**config.mk**
```make
export PLATFORM = sky130hd
export DESIGN_NAME = swd_xfer_seq
export DESIGN_NICKNAME = d
export VERILOG_FILES = /design/src/rtl/swd_xfer_seq.sv
export SDC_FILE = /design/constraint.sdc
export NUM_CORES = 1
export LEC_CHECK = 0
export CORE_MARGIN = 2
export CORE_UTILIZATION = 44
export DETAILED_ROUTE_END_ITERATION = 10
export GPL_ROUTABILITY_DRIVEN = 0
export GPL_TIMING_DRIVEN = 0
export PLACE_DENSITY = 0.87
export SETUP_SLACK_MARGIN = 0.5
export SYNTH_ARGS = -nofsm -noshare
export SYNTH_HDL_FRONTEND = slang
export SYNTH_SLANG_ARGS = --single-unit
```
**constraint.sdc**
```tcl
create_clock -name clk -period 4.6 [get_ports clk]
set_input_delay 0.46 -clock clk [delete_from_list [all_inputs] [get_ports clk]]
set_output_delay 0.46 -clock clk [all_outputs]
set_load 0.02 [all_outputs]
```
**src/rtl/swd_xfer_seq.sv**
```systemverilog
// SWD transfer sequencer: holds one DP/AP command on the engine inputs, pulses go,
// re-issues on WAIT up to a live limit and returns the final response over valid/ready.
module swd_xfer_seq #(
    parameter int RETRY_W = 16
) (
    input  logic               clk,
    input  logic               rst,
    // Handshakes: a transfer happens on the rising clk edge where valid && ready;
    // the source holds valid and its payload stable until that edge.
    input  logic               cmd_valid,
    output logic               cmd_ready,
    input  logic               cmd_apndp,
    input  logic               cmd_rnw,
    input  logic [1:0]         cmd_addr32,
    input  logic [31:0]        cmd_wdata,
    input  logic [RETRY_W-1:0] wait_retries,
    input  logic               abort,
    output logic               rsp_valid,
    input  logic               rsp_ready,
    output logic [2:0]         rsp_ack,
    output logic [31:0]        rsp_rdata,
    output logic               rsp_perr,
    output logic [RETRY_W-1:0] rsp_retries,
    output logic               rsp_aborted,
    output logic               if_go,
    input  logic               if_idle,
    output logic               if_apndp,
    output logic               if_rnw,
    output logic [1:0]         if_addr32,
    output logic [31:0]        if_dwrite,
    input  logic [2:0]         if_ack,
    input  logic [31:0]        if_dread,
    input  logic               if_perr,
    output logic [2:0]         dbg_state
);

    typedef enum logic [2:0] {
        ST_IDLE   = 3'd0,
        ST_LAUNCH = 3'd1,
        ST_RUN    = 3'd2,
        ST_EVAL   = 3'd3,
        ST_RESP   = 3'd4
    } state_t;

    localparam logic [2:0]         ACK_OK   = 3'b001;
    localparam logic [2:0]         ACK_WAIT = 3'b010;
    localparam logic [RETRY_W-1:0] CNT_ONE  = {{(RETRY_W-1){1'b0}}, 1'b1};

    state_t               r_state;
    state_t               w_state_nxt;
    logic [RETRY_W-1:0]   r_retry_cnt;
    logic                 r_abort;
    logic                 w_accept;
    logic                 w_retry;
    logic                 w_rd_ok;

    assign w_accept  = cmd_valid && (r_state == ST_IDLE);
    // The saturation guard is implied by the limit compare but kept explicit.
    assign w_retry   = (if_ack == ACK_WAIT) && !r_abort &&
                       (r_retry_cnt < wait_retries) && (r_retry_cnt != '1);
    assign w_rd_ok   = if_rnw && (if_ack == ACK_OK);
    assign dbg_state = r_state;

    always_ff @(posedge clk or posedge rst) begin
        if (rst) begin
            r_state <= ST_IDLE;
        end else begin
            r_state <= w_state_nxt;
        end
    end

    // Strobes decode straight from the state register so reset clears them asynchronously.
    always_comb begin
        w_state_nxt = r_state;
        cmd_ready   = 1'b0;
        if_go       = 1'b0;
        rsp_valid   = 1'b0;
        case (r_state)
            ST_IDLE: begin
                cmd_ready = 1'b1;
                if (cmd_valid) w_state_nxt = ST_LAUNCH;
            end
            ST_LAUNCH: begin
                if_go = 1'b1;
                if (!if_idle) w_state_nxt = ST_RUN;
            end
            ST_RUN: begin
                if (if_idle) w_state_nxt = ST_EVAL;
            end
            ST_EVAL: begin
                w_state_nxt = w_retry ? ST_LAUNCH : ST_RESP;
            end
            ST_RESP: begin
                rsp_valid = 1'b1;
                if (rsp_ready) w_state_nxt = ST_IDLE;
            end
            default: w_state_nxt = ST_IDLE;
        endcase
    end

    always_ff @(posedge clk or posedge rst) begin
        if (rst) begin
            if_apndp    <= 1'b0;
            if_rnw      <= 1'b0;
            if_addr32   <= 2'b00;
            if_dwrite   <= 32'h0;
            r_retry_cnt <= '0;
            r_abort     <= 1'b0;
            rsp_ack     <= 3'b000;
            rsp_rdata   <= 32'h0;
            rsp_perr    <= 1'b0;
            rsp_retries <= '0;
            rsp_aborted <= 1'b0;
        end else begin
            if (w_accept) begin
                if_apndp    <= cmd_apndp;
                if_rnw      <= cmd_rnw;
                if_addr32   <= cmd_addr32;
                if_dwrite   <= cmd_wdata;
                r_retry_cnt <= '0;
                r_abort     <= 1'b0;
            end else if ((r_state == ST_LAUNCH || r_state == ST_RUN || r_state == ST_EVAL) && abort) begin
                r_abort <= 1'b1;
            end
            if (r_state == ST_EVAL) begin
                if (w_retry) begin
                    r_retry_cnt <= r_retry_cnt + CNT_ONE;
                end else begin
                    rsp_ack     <= if_ack;
                    rsp_retries <= r_retry_cnt;
                    rsp_rdata   <= w_rd_ok ? if_dread : 32'h0;
                    rsp_perr    <= w_rd_ok ? if_perr : 1'b0;
                    rsp_aborted <= r_abort && (if_ack == ACK_WAIT);
                end
            end
        end
    end

endmodule
```
==> qor.yml, run 1 <==
routing:
  remaining_drc_errors: 0
  drt-total-wl_um: 12700
  wire_per_inst_um: 15.9
  drt-vias-per-instance: 5.18
  drt_first_pass_iters: 4
  ant_nets: 0
  drtIter0Drc: 195
  vias: 4140
place:
  hpwlAfterDp_um: 9610
  port_buffers: 188
clock_tree:
  holdBufCountCts: 0
  h-tree-depth: 3
  cts_resized: 0
  insertion_delay_ps: 360
  cts_sinks: 109
  root_buffer: "clkbuf_8"
  post-cts-setup-buffers: 0
  cts_tree: "yes"
  clkTransAtPathRegs_ps: 100
  cts_inserted_buffers: 9
  clockBufferDepth: 2
worst_hold_path:
  hold_class: "reg -> reg"
  min_from: "if_dwrite[21]"
final_layout:
  n_antenna_cell: 0
  nets: 766
  fill_cells: 851
  syn_to_final_growth_pct: 48.1
  fin_util_pct: 66.0
  drive_gt1_share_pct: 6.97
critical_path:
  startpoint: "wait_retries[15]"
  slowest_delay_ps: 610
  worstPathArrival_ps: 3020
  path_class: "in -> reg"
  worstPathCellList: "clkdlybuf4s50_1 -> inv_1 -> ha_1 -> nand4_1 -> or4_1 -> o32ai_4 -> o311ai_2 -> clkbuf_1 -> a22o_1"
  cp_max_fo: 10
  start_kind: "input pin"
  slowest_stage: "or4_1"
  endpoint_kind: "flip-flop"
  r2r-start: "r_retry_cnt[13]"
  cp.required_ps: 4850
synthesis:
  syn-instance-count: 455
  synth.area.top_cells: "dfrtp_1, nand2_1, a22o_1"
  synth-main-ff-cell: "dfrtp_1"
  yosys_register_bits: 109
  async_flop_share_pct: 100
  synth_top_area_cell: "dfrtp_1"
  synth_edf_count: 0
  syn_nets: 565
  yosys_warnings: 0
  netlist.area_leader.share_pct: 57.2
  synth_cell_types: 39
  syn_area_sq_um: 4770
  ys_seq_area_share_pct: 57.2
  avgSynthCellArea_sq_um: 10.5
timing:
  tns_ps: 0
  slew_headroom_pct: 58.1
  worst_clock_skew_ps: 11.0
  clock.fmax_mhz: 361
  period_needed_ps: 2770
  setup_viol: 0
  rsz0062_at_grt: "false"
  slew_violations: 0
  hold_viol_final: 0
  tightest_slew_ps: 628
  finalCritPeriodShare_pct: 60.2
power:
  p_per_area_nw_per_um2: 482
  p_sw_share_pct: 37.1
  p_leak_nw: 3.33
  comb_power_share_pct: 43.7
  total_power_mw: 3.40
  ir_worst_vdd_v: 0.000276
  p_seq_share_pct: 39.6
  power_switching_mw: 1.26
  p_clk_share_pct: 16.7
  internal_power_mw: 2.14
die:
  initial_core_util_pct: 44.6
  fp.dieH_um: 108
  die-area_sq_um: 11700
  rows: 38
  die_w_um: 108
  ios: 189
  coreArea_sq_um: 10700
status:
  status: "finished, final reports clean"
global_routing:
  antenna_found_initial: 0
  track_usage_pct: 22.5
  grt_pass1_wl_um: 20600
  grt_max_degree: 61
  gr-total-overflow: 0
  grt_pass1_vias: 4249
job:
  max-cap-violations: 0
[synthesized netlist by cell type (6+ instances only)]
cell	count
nor3_1	7
a22o_1	35
ha_1	16
inv_1	22
a21oi_1	8
and3_1	6
nor2_1	17
o21ai_0	17
nand2_1	128
clkbuf_1	13
mux2_2	16
nand3_1	15
dfrtp_1	109
[power by group through the flow]
stage	Combinational, mW	Sequential (mW)	Clock, mW
2_1_floorplan	0.452	1.64	0
3_3_place_gp	1.45	1.35	0
3_5_place_dp	1.50	1.36	0
4_1_cts	1.50	1.35	0.583
5_1_grt	1.61	1.38	0.624
6_report	1.49	1.35	0.568
[area by class of cell]
class	count	area, sq um	area share [%]
clock inverters	5	62.6	0.886
flip-flops and latches	109	2730	38.6
inverters	22	85.1	1.20
clock buffers	10	128	1.81
repair buffers	190	1920	27.2
multi-input cells	304	1860	26.3
plain buffers	20	108	1.52
well taps	140	175	2.48
[worst max-delay path, delay by kind of cell]
family | cells | cell delay, ps
adders and majority gates | 1 | 290
and+or+nand+nor | 2 | 780
buffers and inverters | 3 | 810
AOI/OAI and AO/OA | 3 | 680
[worst paths after layout]
kind | depth (start not counted) | slack [ps] | endpoint
setup reg to reg | 7 | 1940 | rsp_rdata[26]
min in group asynchronous | 2 | 520 | if_dwrite[8]
hold / removal | 2 | 480 | if_dwrite[21]
setup / recovery | 9 | 1830 | rsp_rdata[26]
hold reg to reg | 2 | 480 | if_dwrite[21]
max in group asynchronous | 3 | 3360 | rsp_retries[1]
[registers in the layout, indices dropped and copies added, names as in the netlist, 2 cells and up]
register     cells
if_dwrite       32
dbg_state        3
rsp_rdata       32
if_addr32        2
r_retry_cnt     16
rsp_ack          3
rsp_retries     16
[cell usage in the layout (no fill, tap or decap), types with 2 or more instances in the layout]
cell             synthesis  routed
a211o_1                  3       3
buf_6                    3       4
clkdlybuf4s50_1          0     188
buf_4                    2       2
nand4_1                  5       5
nor3b_1                  2       2
ha_1                    16      16
clkinvlp_4               0       2
mux2_2                  16      16
clkbuf_1                13      14
a22o_1                  35      35
nor4_1                   2       2
nand2_1                128     128
nor3_1                   7       6
nand3_1                 15      15
mux2i_1                  3       3
dfrtp_1                109     109
a21oi_1                  8       8
buf_2                    2       2
nor2_1                  17      17
inv_1                   22      21
or4_1                    2       2
o21ai_0                 17      17
a221o_1                  3       3
clkbuf_8                 0       9
and3_1                   6       6
xnor2_1                  4       4
clkinv_4                 0       2
[layer usage]
| metal | part of all wire (%) | GRT usage (%) | routed length, um |
|---|---|---|---|
| met1 | 41 | 28.0 | 5200 |
| met4 | 2.4 | 7.60 | 302 |
| met2 | 49 | 38.0 | 6210 |
| met5 | 0 | 0 | 0 |
| met3 | 8.1 | 6.33 | 1030 |
[metrics by stage]
stage / setup slack [ps] / hold slack, ps / cell area, sq um / cells
3_5_place_dp: 1420 / 462 / 6870 / 785
6_report: 1830 / 480 / 7060 / 800
4_1_cts: 1800 / 485 / 7060 / 800
2_1_floorplan: 1270 / 518 / 4770 / 455
5_1_grt: 1730 / 506 / 7060 / 800
3_3_place_gp: -160 / 458 / 6830 / 783
[kinds of logic (layout without fill, tap and decap cells)]
logic type | Yosys count | after routing | synth area share [%]
AO/OA/AOI/OAI | 73 | 73 | 11.9
XOR/XNOR | 5 | 5 | 0.918
adder cells (fa/ha/maj) | 16 | 16 | 4.20
buffers and inverters | 42 | 247 | 3.99
flip-flops | 109 | 109 | 57.2
multiplexers | 19 | 19 | 4.41
AND/OR/NAND/NOR | 191 | 191 | 17.4
Note: power is estimated with default switching activity, not from simulation.
==> inputs of run 2 (changes only) <==
CORE_UTILIZATION = 39   (was 44)
PLACE_DENSITY = 0.82   (was 0.87)
clock period = 2.4 ns   (was 4.6 ns; I/O delays follow)
==> qor.yml, run 2 (same netlist as run 1, synthesis figures left out) <==
routing:
  wire_per_inst_um: 17.3  # +8.4%
  remaining_drc_errors: 0  # unchanged
  drtIter0Drc: 228  # +17%
  vias: 4384  # +5.9%
  drt_first_pass_iters: 4  # unchanged
  drt-total-wl_um: 14600  # +15%
  ant_nets: 0  # unchanged
  drt-vias-per-instance: 5.18  # +0.14%
critical_path:
  endpoint_kind: "flip-flop"
  cp_top_family: "simple AND/OR/NAND/NOR gates"
  cp.buffers_inverters: 1  # -2
  rrSetupSlack_ps: -60  # -2000 ps
  start_kind: "flip-flop"
  slowest_stage: "dfrtp_2"
  cp_num_cells: 8  # -1
  r2r_cells: 8  # +1
  cp_max_fo: 7  # -3
  crit_path_end: "r_retry_cnt[10]"
  slowest_delay_ps: 410  # -200 ps
  r2r-start: "r_retry_cnt[12]"
  startpoint: "r_retry_cnt[12]"
  reg2reg_to: "r_retry_cnt[10]"
  cp.required_ps: 2640  # -2210 ps
  path_class: "reg -> reg"
  worstPathArrival_ps: 2700  # -320 ps
  worstPathCellList: "ha_1 -> nand4_1 -> nor2_1 -> a211o_1 -> buf_6 -> nor4_4 -> nor2_4 -> a221o_1"
timing:
  slew_headroom_pct: 48.9  # -9.2 points
  setup_viol: 21  # +21
  hold_viol_final: 0  # unchanged
  tns_ps: -1070  # -1070 ps
  clock.fmax_mhz: 406
  rsz0062_at_grt: "true"
  period_needed_ps: 2460
  tightest_slew_ps: 764  # +136 ps
  finalCritPeriodShare_pct: 103
  worst_clock_skew_ps: 11.7  # +0.713 ps
  slew_violations: 0  # unchanged
  setup_slack_ps: -64.7  # -1890 ps
clock_tree:
  h-tree-depth: 3  # unchanged
  cts_inserted_buffers: 9  # unchanged
  holdBufCountCts: 0  # unchanged
  cts_tree: "yes"
  root_buffer: "clkbuf_16"
  clkTransAtPathRegs_ps: 80  # -20 ps
  clockBufferDepth: 2  # unchanged
  insertion_delay_ps: 360  # about the same
  cts_sinks: 109  # unchanged
place:
  port_buffers: 188  # unchanged
  pre_cts_ws_ps: -421  # -1840 ps
  hpwlAfterDp_um: 9820  # +2.2%
global_routing:
  track_usage_pct: 22.2  # -0.37 points
  grt_pass1_vias: 4594  # +8.1%
  gr-total-overflow: 0  # unchanged
  grt_pass1_wl_um: 22600  # +9.7%
  antenna_found_initial: 0  # unchanged
  grt_max_degree: 41  # -33%
final_layout:
  fin_util_pct: 66.3  # +0.28 points
  layout_common_cells: "clkdlybuf4s50_1, nand2_1, dfrtp_1, a22o_1, buf_4"
  nets: 804  # +5.0%
  top_regs: "if_dwrite: 32 flops, rsp_rdata: 32 flops"
  n_antenna_cell: 0  # unchanged
  syn_to_final_growth_pct: 66.3
  final_common_cell: "clkdlybuf4s50_1"
  drive_gt1_share_pct: 19.0  # +12 points
die:
  die-area_sq_um: 13100  # +12%
  ios: 189  # unchanged
  fp.dieH_um: 115  # +6.0%
  coreArea_sq_um: 12000  # +12%
  rows: 40  # +5.3%
  initial_core_util_pct: 39.9  # -4.7 points
  die_w_um: 115  # +6.0%
power:
  p_per_area_nw_per_um2: 950  # +97%
  p_leak_nw: 3.70  # +11%
  ir_worst_vdd_v: 0.000658  # +140%
  total_power_mw: 7.54  # +120%
status:
  violations: "negative setup slack"
  status: "complete, but fails checks"
job:
  max-cap-violations: 0  # unchanged
worst_hold_path:
  hold_class: "in -> async"
==> run 2: cell types whose count changed in the layout (fill, tap and decap cells not counted), sizes merged, moves of 2 or more <==
cell           before  now
inv                22   24
buf                 9   47
clkdlybuf4s50     188  184
dlygate4sd2         0    3
==> run 2: per-stage QoR <==
step / area, sq um / hold slack, ps / cells
floorplan: 4830 / 331 / 455
global placement: 6900 / 457 / 790
detailed placement: 6950 / 462 / 793
CTS: 7680 / 388 / 840
global route: 7930 / 414 / 846
finish: 7930 / 363 / 846
==> run 2: worst min path at each step <==
stage / startpoint / endpoint / slack [ps] / depth (start not counted)
floorplan: rsp_ready / dbg_state[2] / 330 / 1
global placement: if_dwrite[30] / if_dwrite[30] / 460 / 2
detailed placement: if_dwrite[29] / if_dwrite[29] / 460 / 2
CTS: rst / rsp_rdata[25] / 390 / 2
global route: cmd_wdata[6] / if_dwrite[6] / 410 / 3
finish: rst / rsp_rdata[25] / 360 / 2
==> run 2: layer usage <==
metal	GRT usage [%]	vias up	part of all wire, %
li1	-	2048	-
met1	27.6	2123	40
met2	37.0	181	51
met3	5.24	32	6.7
met4	9.35	0	2.7
met5	0	-	0
==> run 2: final cells by class <==
type | instances | area [sq um]
multi-input cells | 304 | 2100
clock buffers | 9 | 225
fillers | 913 | 4030
clock inverters | 7 | 105
plain buffers | 20 | 158
repair buffers | 228 | 2320
well taps | 147 | 184
inverters | 22 | 86.3
flip-flops and latches | 109 | 2750
==> run 2: power breakdown <==
group	switching, mW	leakage [nW]	internal (mW)
sequential	0.306	1.43	2.31
combinational	1.68	2.11	1.59
clock	0.726	0.159	0.932
==> run 2: timing repair <==
| action | CTS | global route |
|---|---|---|
| pin swaps | 18 | 25 |
| resized for setup | 51 | 51 |
| gates cloned | 6 | 2 |
| buffers inserted | 25 | 4 |
| setup endpoints to repair | 84 | 108 |
==> run 2: worst reg2reg max path, delay by kind of cell, from the launching register on <==
family                   cells  cell delay, ps
AO/OA/AOI/OAI                2             700
adder cells (fa/ha/maj)      1             280
buffers and inverters        1             150
flip-flops                   1             410
AND/OR/NAND/NOR              4             800
